===== src/rtl/wu_burst_sequencer.sv =====
// Wake-up burst sequencer: on a pending wake-up event, wait a fixed pre-delay,
// emit a burst of trigger pulses, then hand the event back with WU_serviced.
//
// state     | meaning
// ----------+-------------------------------------------------------------
// S_IDLE    | no event in service, waiting for WU_valid
// S_DELAY   | pre-burst delay, DELAY_TICKS cycles
// S_PULSE_H | trig_out high phase of the current pulse
// S_PULSE_L | trig_out low phase of the current pulse
// S_ACK     | one-cycle WU_serviced, completed burst counted
// S_RELEASE | wait for the trigger stage to drop WU_valid before re-arming
module wu_burst_sequencer #(
   parameter int DELAY_TICKS  = 1000,
   parameter int PULSE_HI     = 50,
   parameter int PULSE_PERIOD = 200,
   parameter int NUM_PULSES   = 8
) (
   input  logic        clki,
   input  logic        rstn,
   input  logic        WU_valid,
   input  logic [19:0] count,
   output logic        WU_serviced,
   output logic        trig_out,
   output logic        busy,
   output logic [19:0] evt_id,
   output logic [15:0] done_count,
   output logic [15:0] abort_count
);

   localparam logic [15:0] DELAY_LAST = 16'((DELAY_TICKS > 0) ? DELAY_TICKS - 1 : 0);
   localparam logic [15:0] HI_LAST    = 16'(PULSE_HI - 1);
   localparam logic [15:0] LO_LAST    = 16'(PULSE_PERIOD - PULSE_HI - 1);
   localparam logic [7:0]  IDX_LAST   = 8'(NUM_PULSES - 1);

   typedef enum logic [2:0] {
      S_IDLE,
      S_DELAY,
      S_PULSE_H,
      S_PULSE_L,
      S_ACK,
      S_RELEASE
   } state_t;

   state_t      state_q, state_d;
   logic [15:0] phase_q, phase_d;
   logic [7:0]  idx_q, idx_d;
   logic [19:0] evt_id_q, evt_id_d;
   logic [15:0] done_q, done_d;
   logic [15:0] abort_q, abort_d;
   logic        trig_q, trig_d;
   logic        busy_q, busy_d;
   logic        serviced_q, serviced_d;

   always_comb begin
      state_d  = state_q;
      phase_d  = phase_q + 16'd1;
      idx_d    = idx_q;
      evt_id_d = evt_id_q;
      done_d   = done_q;
      abort_d  = abort_q;

      case (state_q)
         S_IDLE: begin
            phase_d = '0;
            idx_d   = '0;
            if (WU_valid) begin
               evt_id_d = count;
               state_d  = (DELAY_TICKS == 0) ? S_PULSE_H : S_DELAY;
            end
         end
         S_DELAY: begin
            if (phase_q == DELAY_LAST) begin
               state_d = S_PULSE_H;
               phase_d = '0;
            end
         end
         S_PULSE_H: begin
            if (phase_q == HI_LAST) begin
               state_d = S_PULSE_L;
               phase_d = '0;
            end
         end
         S_PULSE_L: begin
            if (phase_q == LO_LAST) begin
               phase_d = '0;
               if (idx_q < IDX_LAST) begin
                  state_d = S_PULSE_H;
                  idx_d   = idx_q + 8'd1;
               end else begin
                  state_d = S_ACK;
               end
            end
         end
         S_ACK: begin
            // completion stands even if WU_valid drops in this cycle
            done_d  = done_q + 16'd1;
            state_d = S_RELEASE;
            phase_d = '0;
         end
         S_RELEASE: begin
            phase_d = '0;
            if (!WU_valid) state_d = S_IDLE;
         end
         default: begin
            state_d = S_IDLE;
            phase_d = '0;
         end
      endcase

      // trigger-stage timeout overrides any phase transition
      if (!WU_valid && (state_q == S_DELAY || state_q == S_PULSE_H || state_q == S_PULSE_L)) begin
         state_d = S_IDLE;
         phase_d = '0;
         idx_d   = '0;
         abort_d = abort_q + 16'd1;
      end

      trig_d     = (state_d == S_PULSE_H);
      busy_d     = (state_d != S_IDLE);
      serviced_d = (state_d == S_ACK);
   end

   always_ff @(posedge clki or negedge rstn) begin
      if (!rstn) begin
         state_q    <= S_IDLE;
         phase_q    <= '0;
         idx_q      <= '0;
         evt_id_q   <= '0;
         done_q     <= '0;
         abort_q    <= '0;
         trig_q     <= 1'b0;
         busy_q     <= 1'b0;
         serviced_q <= 1'b0;
      end else begin
         state_q    <= state_d;
         phase_q    <= phase_d;
         idx_q      <= idx_d;
         evt_id_q   <= evt_id_d;
         done_q     <= done_d;
         abort_q    <= abort_d;
         trig_q     <= trig_d;
         busy_q     <= busy_d;
         serviced_q <= serviced_d;
      end
   end

   assign WU_serviced = serviced_q;
   assign trig_out    = trig_q;
   assign busy        = busy_q;
   assign evt_id      = evt_id_q;
   assign done_count  = done_q;
   assign abort_count = abort_q;

endmodule


===== config.mk =====
export PLATFORM = sky130hd
export DESIGN_NAME = wu_burst_sequencer
export DESIGN_NICKNAME = d
export VERILOG_FILES = /design/src/rtl/wu_burst_sequencer.sv
export SDC_FILE = /design/constraint.sdc
export NUM_CORES = 1
export LEC_CHECK = 0
export ABC_AREA = 1
export CAP_MARGIN = 30
export CORE_ASPECT_RATIO = 0.75
export CORE_UTILIZATION = 52
export CTS_CLUSTER_SIZE = 25
export DETAILED_ROUTE_END_ITERATION = 10
export HOLD_SLACK_MARGIN = 0.03
export PLACE_DENSITY = 0.79
export SLEW_MARGIN = 20
export SYNTH_ARGS = -nofsm -noshare
export SYNTH_HDL_FRONTEND = slang
export SYNTH_SLANG_ARGS = --single-unit
export TNS_END_PERCENT = 20

===== constraint.sdc =====
create_clock -name clki -period 1.8 [get_ports clki]
set_input_delay 0.18 -clock clki [delete_from_list [all_inputs] [get_ports clki]]
set_output_delay 0.18 -clock clki [all_outputs]
set_load 0.02 [all_outputs]

==> results by group <==
Status
  – Status: complete, no violations

Global routing
  – First-pass GRT wire length: 14100 microns
  – Largest net degree at the start of global routing: 35
  – Total grt overflow: 0
  – Vias in the first global route: 3082
  – Initial antenna violation count: 0
  – Overall Global Routing Usage: 23.2%

Power and ir drop
  – Max VDD drop: 961 uV
  – Sequential share of power: 39.9%
  – Sw frac: 31.2%
  – Combinational share of power: 33.3%
  – P_int: 0.00414 W
  – P_sw: 0.00188 W
  – Lkg Pwr: 2.47 nW
  – Clock power share: 26.7%
  – PwrDens: 1150 nW/um^2

STA
  – WHS: 302 ps
  – Final Setup Violations: 0
  – Final Skew: 10.8 ps
  – Hold Violations, Final: 0
  – Final min period: 1710 ps
  – Worst Max-Slew Pin Slew: 455 ps
  – Final slew viol count: 0
  – Crit share post-route: 94.8%
  – Rel. slew slack: 69.6%
  – Max Clock Freq: 586 MHz

Worst setup path
  – Register-to-register setup slack: 90 ps
  – Instance count on the critical path: 7
  – Crit Path Max Fanout: 4
  – CP delay by family, top: simple AND/OR/NAND/NOR gates
  – Worst r2r src: phase_q[0]
  – Crit path DAT: 1940 ps
  – Most used cell, CP: nor2_1
  – Worst Reg-to-Reg Cells: 7
  – Crit path buf inv count: 0
  – CP max stage delay: 420 ps
  – Critical Path Slowest Stage Cell: dfrtp_1
  – Type of the worst setup path: reg2reg
  – R2R Path End: phase_q[12]
  – Worst setup EP type: register
  – Critical Path RT: 2040 ps
  – Cell breakdown of the critical path: ha_1 > nand3_1 > nor2_1 > nand2_1 > nor3_1 > xnor2_1 > nor2_1
  – Type of origin of the critical path: register

Route
  – DRC viols: 0
  – Antenna Violating Nets Remaining: 0
  – Initial drt markers: 112
  – Wire length per cell: 13.6 microns
  – Final WL: 8600 microns
  – Vias per Instance: 4.99
  – Vias post-DR: 3145
  – DRT Pass-1 Iters: 5

Final layout
  – Design Area, Final: 5240 sq um
  – Finished Core Util: 71.5%
  – Ant diodes: 0
  – Nets: 552
  – Synthesis-to-finish area growth: 32.8%
  – Layout cells sized above 1: 14.2%

Floorplan
  – Row count: 27
  – Die W: 103 microns
  – Die height: 77.5 microns
  – Die ar.: 7950 sq um
  – Initial core utilization: 53.8%
  – I/O Pins: 78
  – Core Region: 7330 sq um

Synth
  – Post-Syn Instances: 425
  – Seq cells post-synth: 82
  – Share of the yosys chip area belonging to registers: 52.0%
  – Syn Area/Cell: 9.29 sq um
  – Netlist cell types: 31
  – Post-synth net total: 453
  – Synth warnings: 0
  – Mapped cell area: 3950 sq um

Placement
  – Placed inst area: 4960 sq um
  – Detailed Place HPWL: 6280 microns
  – Gp weighted congestion: 0.904
  – IO Port Bufs: 77

CTS
  – Post-CTS Setup Bufs: 0
  – Clk Latency, worst-skew pair: 350 ps
  – TritonCTS Buffers: 9
  – Clock sinks: 82
  – CTS Root Cell: clkbuf_8
  – Worst-path clk slew: 80 ps
  – Bufs on Longest Clock Path: 2
  – CTS tree: yes
  – CTS HTree Levels: 3

Min path
  – Tightest Hold Check Type: in2async

Flow run
  – Max cap viols: 0
==> timing repair <==
item / CTS / global route
endpoints found under the setup margin: 0 / 25
hold buffers: 1 / 0
gates resized for setup: 0 / 9
hold endpoints to repair: 30 / 0
==> routing by layer <==
metal	vias to the layer above	track usage [%]	wire length [microns]
met5	-	0	0
met4	0	6.43	103
met3	8	7.12	501
met2	98	37.0	4150
met1	1502	30.6	3840
li1	1537	-	-
==> worst reg2reg max path, stage by stage, from the launching register on <==
cell and delay [ps]:
dfrtp_1 420, ha_1 260, nand3_1 140, nor2_1 210
nand2_1 120, nor3_1 220, xnor2_1 160, nor2_1 60
==> power groups by stage <==
stage | sequential (W) | combinational [W] | clock, W
after floorplan | 0.00279 | 0.000648 | 0
after global placement | 0.00241 | 0.00197 | 0
after detailed placement | 0.00243 | 0.00199 | 0
after CTS | 0.00240 | 0.00201 | 0.00165
after global routing | 0.00244 | 0.00214 | 0.00173
final | 0.00240 | 0.00201 | 0.00161
==> worst max path at each step <==
stage,endpoint,slack [ps],start
after floorplan,done_count[14],230,done_count[0]
after global placement,abort_count[14],100,WU_valid
after detailed placement,abort_count[14],100,WU_valid
after CTS,phase_q[12],90,phase_q[0]
after global routing,phase_q[14],-7,phase_q[10]
final,phase_q[12],90,phase_q[0]
==> area by class of cell <==
cell class | instances | area, sq um
multi-input cells | 291 | 1720
clock buffers | 12 | 145
inverters | 48 | 180
repair buffers | 92 | 921
fillers | 565 | 2090
flip-flops and latches | 82 | 2050
clock inverters | 4 | 98.8
well taps | 101 | 126
==> per-stage QoR <==
stage / cells / TNS (ps) / total power, W / setup slack (ps)
2_1_floorplan: 425 / 0 / 0.00344 / 233
3_3_place_gp: 613 / 0 / 0.00438 / 99.1
3_5_place_dp: 613 / 0 / 0.00442 / 103
4_1_cts: 630 / 0 / 0.00605 / 94.6
5_1_grt: 630 / -7.35 / 0.00632 / -6.66
6_report: 630 / 0 / 0.00601 / 93.9
==> placed cells by master (no fill, tap or decap), drive strengths merged <==
cell	n
nand2	96
dfrtp	82
clkdlybuf4s50	76
nor2	63
inv	48
nand3	25
xor2	22
mux2	20
nor3	18
buf	15
xnor2	14
clkbuf	12
nand4	9
o21ai	7
ha	5
a21oi	3
and3	3
bufinv	3
nand3b	2
o21bai	1
a31oi	1
nor3b	1
or2	1
clkinv	1
dlygate4sd3	1
==> logic make-up after synthesis <==
family	after synthesis	synth area share, %
muxes	20	5.71
adders and majority gates	5	1.58
buffers and inverters	52	5.13
xor gates and xnor gates	36	8.18
AOI/OAI and AO/OA	12	1.62
DFF	82	52.0
and+or+nand+nor	218	25.8
==> cell usage after synthesis (all sizes together) <==
library cell,n,area [sq um]
a31oi,1,6.26
o21bai,1,7.51
or2,1,6.26
nand2,96,395
buf,4,22.5
o21ai,7,35.0
nand3,25,130
xor2,22,200
and3,3,18.8
xnor2,14,123
nor3b,1,7.51
inv,48,180
nand3b,2,15.0
mux2,20,225
nor3,18,106
ha,5,62.6
dfrtp,82,2050
nor2,63,283
a21oi,3,15.0
nand4,9,56.3
==> flip-flops by register name, indices dropped and copies added (netlist names) <==
register / cells
WU_serviced: 1
busy: 1
idx_q: 8
state_q: 3
evt_id: 20
trig_out: 1
phase_q: 16
abort_count: 16
done_count: 16
(Power assumes the default switching activity.)
